[config.mk]
export PLATFORM = sky130hd
export DESIGN_NAME = stump_mem_responder
export DESIGN_NICKNAME = d
export VERILOG_FILES = /design/src/rtl/stump_mem_pkg.sv /design/src/rtl/stump_mem_array.sv /design/src/rtl/stump_mem_responder.sv
export SDC_FILE = /design/constraint.sdc
export NUM_CORES = 2
export LEC_CHECK = 0
export ABC_CLOCK_PERIOD_IN_PS = 11700
export CAP_MARGIN = 20
export CORE_UTILIZATION = 62
export CTS_CLUSTER_DIAMETER = 30
export CTS_CLUSTER_SIZE = 16
export DETAILED_ROUTE_END_ITERATION = 8
export PLACE_DENSITY = 0.78
export SLEW_MARGIN = 20
export SYNTH_ARGS = -nofsm -noshare
export SYNTH_HDL_FRONTEND = slang
export SYNTH_HIERARCHICAL = 1
export SYNTH_SLANG_ARGS = --single-unit
[constraint.sdc]
create_clock -name CLK -period 11.7 [get_ports CLK]
set_input_delay 2.34 -clock CLK [delete_from_list [all_inputs] [get_ports CLK]]
set_output_delay 2.34 -clock CLK [all_outputs]
set_load 0.005 [all_outputs]
[src/rtl/stump_mem_pkg.sv]
// Shared definitions for the Stump memory responder, its RAM and any
// initiator or bench that talks to it.
package stump_mem_pkg;

    typedef enum logic [1:0] {
        IDLE = 2'd0,
        WAIT = 2'd1,
        RESP = 2'd2
    } state_t;

    localparam int CNT_W               = 4;
    localparam int DATA_W              = 16;
    localparam int ADDR_W              = 16;
    localparam int DEFAULT_DEPTH_LOG2  = 8;
    localparam int DEFAULT_WAIT_CYCLES = 2;

    // Any set bit above the RAM's index range makes the access out of range.
    function automatic logic addr_out_of_range(input logic [ADDR_W-1:0] addr,
                                               input int depth_log2);
        return (addr >> depth_log2) != '0;
    endfunction

endpackage

[src/rtl/stump_mem_array.sv]
// Single-port word RAM: synchronous write, registered read, no reset so it
// maps onto block RAM.
module stump_mem_array
    import stump_mem_pkg::*;
#(
    parameter int DEPTH_LOG2 = DEFAULT_DEPTH_LOG2
) (
    input  logic                  clk,
    input  logic [DEPTH_LOG2-1:0] addr,
    input  logic                  we,
    input  logic [DATA_W-1:0]     wdata,
    output logic [DATA_W-1:0]     rdata
);

    logic [DATA_W-1:0] mem [0:(2**DEPTH_LOG2)-1];

    always_ff @(posedge clk) begin
        if (we) begin
            mem[addr] <= wdata;
        end
        rdata <= mem[addr];
    end

endmodule

[src/rtl/stump_mem_responder.sv]
// Four-phase REQ/ACK memory responder with a fixed number of wait states,
// used to exercise the Stump processor's memory stall path.
module stump_mem_responder
    import stump_mem_pkg::*;
#(
    parameter int DEPTH_LOG2  = DEFAULT_DEPTH_LOG2,
    parameter int WAIT_CYCLES = DEFAULT_WAIT_CYCLES
) (
    input  logic              CLK,
    input  logic              RST,
    input  logic              REQ,
    input  logic              WEN,
    input  logic [ADDR_W-1:0] ADDR,
    input  logic [DATA_W-1:0] DIN,
    output logic              ACK,
    output logic [DATA_W-1:0] DOUT,
    output logic              ERR,
    output logic              BUSY
);

    localparam logic [CNT_W-1:0] WAIT_INIT = CNT_W'(WAIT_CYCLES);

    state_t            state_reg, state_next;
    logic [CNT_W-1:0]  cnt_reg, cnt_next;
    logic [ADDR_W-1:0] addr_reg;
    logic              wen_reg;
    logic [DATA_W-1:0] din_reg;
    logic [DATA_W-1:0] dout_reg;
    logic              err_reg;

    logic              latch_en;
    logic              resp_entry;
    logic              leave_resp;
    logic              addr_oor;
    logic [DEPTH_LOG2-1:0] ram_addr;
    logic              ram_we;
    logic [DATA_W-1:0] ram_rdata;

    always_comb begin
        state_next = state_reg;
        cnt_next   = cnt_reg;
        latch_en   = 1'b0;
        resp_entry = 1'b0;
        leave_resp = 1'b0;
        case (state_reg)
            IDLE: begin
                if (REQ) begin
                    state_next = WAIT;
                    cnt_next   = WAIT_INIT;
                    latch_en   = 1'b1;
                end
            end
            WAIT: begin
                if (cnt_reg == '0) begin
                    state_next = RESP;
                    resp_entry = 1'b1;
                end else begin
                    cnt_next = cnt_reg - CNT_W'(1);
                end
            end
            RESP: begin
                if (!REQ) begin
                    state_next = IDLE;
                    leave_resp = 1'b1;
                end
            end
            default: state_next = IDLE;
        endcase
    end

    assign addr_oor = addr_out_of_range(addr_reg, DEPTH_LOG2);

    // In IDLE the RAM is addressed straight from the port so that read data
    // for the latched address is ready even with zero wait states.
    assign ram_addr = (state_reg == IDLE) ? ADDR[DEPTH_LOG2-1:0]
                                          : addr_reg[DEPTH_LOG2-1:0];
    assign ram_we   = resp_entry && wen_reg && !addr_oor;

    stump_mem_array #(
        .DEPTH_LOG2(DEPTH_LOG2)
    ) u_array (
        .clk   (CLK),
        .addr  (ram_addr),
        .we    (ram_we),
        .wdata (din_reg),
        .rdata (ram_rdata)
    );

    always_ff @(posedge CLK or posedge RST) begin
        if (RST) begin
            state_reg <= IDLE;
            cnt_reg   <= '0;
            addr_reg  <= '0;
            wen_reg   <= 1'b0;
            din_reg   <= '0;
            dout_reg  <= '0;
            err_reg   <= 1'b0;
        end else begin
            state_reg <= state_next;
            cnt_reg   <= cnt_next;
            if (latch_en) begin
                addr_reg <= ADDR;
                wen_reg  <= WEN;
                din_reg  <= DIN;
            end
            if (resp_entry) begin
                err_reg <= addr_oor;
                if (addr_oor) begin
                    dout_reg <= '0;
                end else if (wen_reg) begin
                    dout_reg <= din_reg;
                end else begin
                    dout_reg <= ram_rdata;
                end
            end
            if (leave_resp) begin
                err_reg <= 1'b0;
            end
        end
    end

    assign ACK  = (state_reg == RESP);
    assign BUSY = (state_reg != IDLE);
    assign DOUT = dout_reg;
    assign ERR  = err_reg;

endmodule

== Word level (Yosys, flattened, before mapping) ==
Memories as Yosys holds them, arrays and structs flattened. A register that Yosys moved wholly into a read port is not among the register bits.
Cells that the tools add are included.
Cells by class
  add/sub/neg operators: 1
  equal/unequal tests: 6
  multiplexer cells: 20
  reduce and logical (&&, ||, !) cells: 11
Operators with widths (number)
  16-bit two-way mux: 2
  16-bit nonzero test: 1
  1-bit two-way mux: 10
  4-bit two-way mux: 2
  8-bit two-way mux: 1
  2-bit inequality test, second input constant: 4
  4-bit case mux with 2 select lines: 1
  2-bit two-way mux: 3
  2-bit case mux with 3 select lines: 1
  3-bit AND reduction: 2
  2-bit nonzero test: 3
  4-bit logical NOT: 1
  4-bit by 1-bit subtractor with 4-bit output, second input constant: 1
  2-bit by 1-bit equality test with 1-bit output, second input constant: 1
  2-bit equality test, second input constant: 1
  1-bit logical AND: 2
  2-bit logical NOT: 1
  1-bit logical NOT: 1
Storage, ports and cells
  flip-flop bits (word level): 56
  bits in writable memories: 4096
  input bits: 36
  output and inout bits: 19
  word-level logic and storage cells: 46
  memories: 1
Memory list
  u_array.mem: words 256, width 16, rd ports 1, clocked after memory_dff 1, write ports 1, line stump_mem_array.sv:15  | logic [DATA_W-1:0] mem [0:(2**DEPTH_LOG2)-1];

== Logic depth before layout (Yosys ltp) ==
  depth in word-level cells: 7
  depth in mapped cells: 12
  depth with buffers taken out: 9

== Hierarchy ==
The synthesis kept the hierarchy.
By module, submodules not included
  stump_mem_array: times used 1, cells each 6727, area an instance 155399.0 um^2, seq. area each 123318.3 um^2
  stump_mem_responder: times used 1, cells each 176, area an instance 2686.3 um^2, seq. area each 1401.3 um^2

== Worst setup path after synthesis ==
Ideal clock, no wire load.
  kind: in2reg
  start: in ADDR[1]
  end: mem u_array.mem[145][0], enable pin
  library setup time: 409 ps
  arrival time: 4815 ps
  required time: 11291 ps
  setup slack: 6476 ps
  stages on the path: 8
  path buffers: 5
  cell sequence: mux2_2 > clkbuf_1 > buf_2 > clkbuf_1 > buf_2 > nand2b_1 > clkbuf_1 > nor3_1
Between the ends
  longest elaborated chain between the ends: 1
Ends and longest elaborated chain
  from (decl): line stump_mem_responder.sv:13  | input logic [ADDR_W-1:0] ADDR,
  8-bit two-way mux: line stump_mem_responder.sv:75  | assign ram_addr = (state_reg == IDLE) ? ADDR[DEPTH_LOG2-1:0]
  to (decl): line stump_mem_array.sv:15
Every way passes these cells.

== Final worst setup path ==
  start: in ADDR[0]
  end: reg u_array.rdata[8] (read register of u_array.mem)
Between the ends
  longest elaborated chain between the ends: 1
Ends and longest elaborated chain
  8-bit two-way mux: line stump_mem_responder.sv:75
  net ram_addr[0]: line stump_mem_responder.sv:35  | logic [DEPTH_LOG2-1:0] ram_addr;
  to (decl): line stump_mem_array.sv:12  | output logic [DATA_W-1:0] rdata
The timed path passes the listed nets, and every way through them passes these cells.
A chain may end at the register's enable or synchronous reset.

==> run metrics <==
IO buf count 54; first-pass GRT wire length 658000 um; outcome finished with violations; Clock Power Share 0.349; register area 125000 um^2; Layout area overhead 17.6%; max-cap violation count 1; Max Transition Viols Final 5; Max transition margin -0.137; Data required, critical path 12.50 ns; vias in the first global route 86696; post-DP HPWL 224000 um; pwr dens 294 nW/um^2; crit-path max cell delay 0.85 ns; initial antenna violation count 42; Largest register FFs 4096; Max VDD drop 0.314 mV; area leader, netlist edfxtp_1; Hold Vio Cnt, Final 0; drt pass-1 iters 7; number of enable flip-flop cells after synthesis 4096; sw power 18600 uW; commonest non-fill, non-tap cells in the layout 4096 x edfxtp_1, 1024 x mux4_2, 624 x clkbuf_16; Int Power 36000 uW; Synth Register Bits 4168; Fill cells 12512; Clock Latency Late Sink 1.02 ns; Mapped Cells 6903; DIE AREA 257000 um^2; FP Rows 185; Final min period 7.46 ns; sequential element share of the synthesized area 0.789; fmax 0.134 GHz; register name with the most flops u_array/mem; Setup Viol. Count Final 0; Die Width 507 um; CP Cell Sequence clkdlybuf4s50_1 -> mux2_8 -> buf_12 -> buf_4 -> buf_12 -> mux4_2 -> a22oi_1 -> a21oi_1 -> o41ai_1 -> buf_4 -> nand4_1; Critical Path Fanout Max 87; H-tree levels 6; area share of the largest cell type after synthesis 0.778; Worst Path Buf+Inv 5; Tightest Hold Check Type flip-flop to flip-flop; Clock Skew 0.105 ns; Yosys warning count 6; nets@finish 7582; synth unique cells 43; CTS Hold Bufs 0; drt drc 0; DP Cell Count 10286; largest family of logic cells by synthesized area multiplexers; violated checks capacitance limit, slew limit; TritonCTS buffer count 614; crit path launch type input port; area of the multi-input gates 31900 um^2; Critical Path AT 8.26 ns; commonest non-fill, non-tap cell in the layout edfxtp_1; CTS tree done; total wire length 490000 um; Sink Count 4168; post-CTS resize count 0; gpl congestion 0.850; hold slack final 0.515 ns; Mapped Nets 6940; ys flop type edfxtp_1; core area 254000 um^2; share of layout cells above drive strength 1 0.324; Lkg Pwr 0.0589 uW; Worst-Margin Slew 1.70 ns; sw frac 0.340; Setup TNS 0 ns; io pins 55; Slowest cell on crit path o41ai_1; Vias 87195; Non-Filler Instances 11433; Root Driver clkbuf_16; Longest Clk Path Bufs 4; antenna viol nets, final 0; Worst setup EP type flip-flop; Seq pwr share 0.358; starting density of the core 0.623; All-Layer GR Usage 0.368; initial drt markers 16196; Post-CTS Setup Bufs 0; WS Path Type input port to flip-flop; XOR/XNOR share of the synthesized area 0; multiplexer area fraction after synthesis 0.151; drt wl/cell 42.9 um; largest net degree at the start of global routing 210; GR Overflow Total 0; post-synthesis compound-gate area fraction 0.0374; clock transition at the registers of the reported paths 0.06 ns; Worst path top cell family by delay buffers and inverters; Synth area leaders edfxtp_1 78%, mux4_2 15%, a22oi_1 2.4%, dfrtp_1 0.89%, a21oi_1 0.82%; unrepaired setup endpoints after global routing false; chip height 507 um; Final period util 0.638; Post-Syn Area 158000 um^2; Synth Area in Simple Gates 0.0100; Post-synth ARST share 0.0134; Adder-Cell Fraction of Synth Area 0.0000791; Gate power share 0.293; Avg Inst Size Synth 22.9 um^2; Vias/cell 7.63
[Yosys cell counts, types with 2 or more instances]
library cell / number
a21oi_1: 258
a22oi_1: 512
and2_1: 3
buf_1: 54
buf_12: 3
buf_2: 79
buf_4: 17
buf_6: 27
clkbuf_1: 249
dfrtp_1: 56
dfxtp_1: 16
edfxtp_1: 4096
inv_1: 6
mux2_2: 12
mux2_4: 30
mux2i_1: 16
mux4_2: 1024
nand2_1: 34
nand2b_1: 6
nand3_1: 16
nand4_1: 16
nor2_1: 233
nor2b_1: 10
nor3_1: 30
nor4_1: 3
o21ai_0: 2
o2bb2ai_1: 7
o2bb2ai_2: 9
o41ai_1: 64
or2_2: 2
[final cells by class]
class / count / area share
inverters: 6 / 0.000121
diodes: 31 / 0.000417
well taps: 3366 / 0.0227
multi-input cells: 2300 / 0.172
flip-flops and latches: 4168 / 0.671
clock buffers: 671 / 0.0852
repair buffers: 455 / 0.0211
clock inverters: 436 / 0.0278
[power by group through the flow]
stage / Combinational [uW] / Sequential [uW] / Clock, uW
floorplan: 8740 / 20600 / 0
global placement: 14200 / 19800 / 0
detailed placement: 14600 / 19800 / 0
CTS: 15200 / 19500 / 19000
global route: 16100 / 19500 / 19600
finish: 16000 / 19500 / 19000
[worst paths after layout]
| check | startpoint | endpoint | slack, ns | cells after the start |
|---|---|---|---|---|
| setup reg to reg | state_reg[1] | u_array/rdata[8] | 4.86 | 11 |
| max in group asynchronous | RST | din_reg[10] | 9.02 | 3 |
| min in group asynchronous | RST | addr_reg[10] | 1.95 | 3 |
| hold reg to reg | DOUT[5] | DOUT[5] | 0.52 | 1 |
| hold / removal | DOUT[5] | DOUT[5] | 0.52 | 1 |
| setup / recovery | ADDR[0] | u_array/rdata[8] | 4.24 | 11 |
[layer usage]
layer	wire length (um)	track usage	vias to the layer above	share of wire
met5	261	0	-	0.00053
met4	42100	0.242	40	0.086
met3	70600	0.105	2284	0.14
met2	232000	0.572	9537	0.47
met1	146000	0.459	44153	0.30
li1	-	-	31181	-
[cell families (layout without fill, tap and decap cells)]
kind of cell | count (synthesis) | count (layout)
AO/OA/AOI/OAI | 854 | 854
adder cells (fa/ha/maj) | 1 | 1
AND/OR/NAND/NOR | 363 | 363
flip-flops | 4168 | 4168
multiplexers | 1082 | 1082
other | 0 | 31
buffers and inverters | 435 | 1568
[through the flow]
stage | instance area (um^2) | worst slack [ns] | utilization | total power (uW)
after floorplan | 158000 | 6.48 | - | 29400
after global placement | 164000 | 2.58 | 0.648 | 34000
after detailed placement | 165000 | 3.26 | 0.649 | 34400
after CTS | 186000 | 4.04 | 0.732 | 53700
after global routing | 186000 | 4.09 | 0.733 | 55300
final | 186000 | 4.24 | 0.733 | 54600
Note: power is estimated with default switching activity, not from simulation.
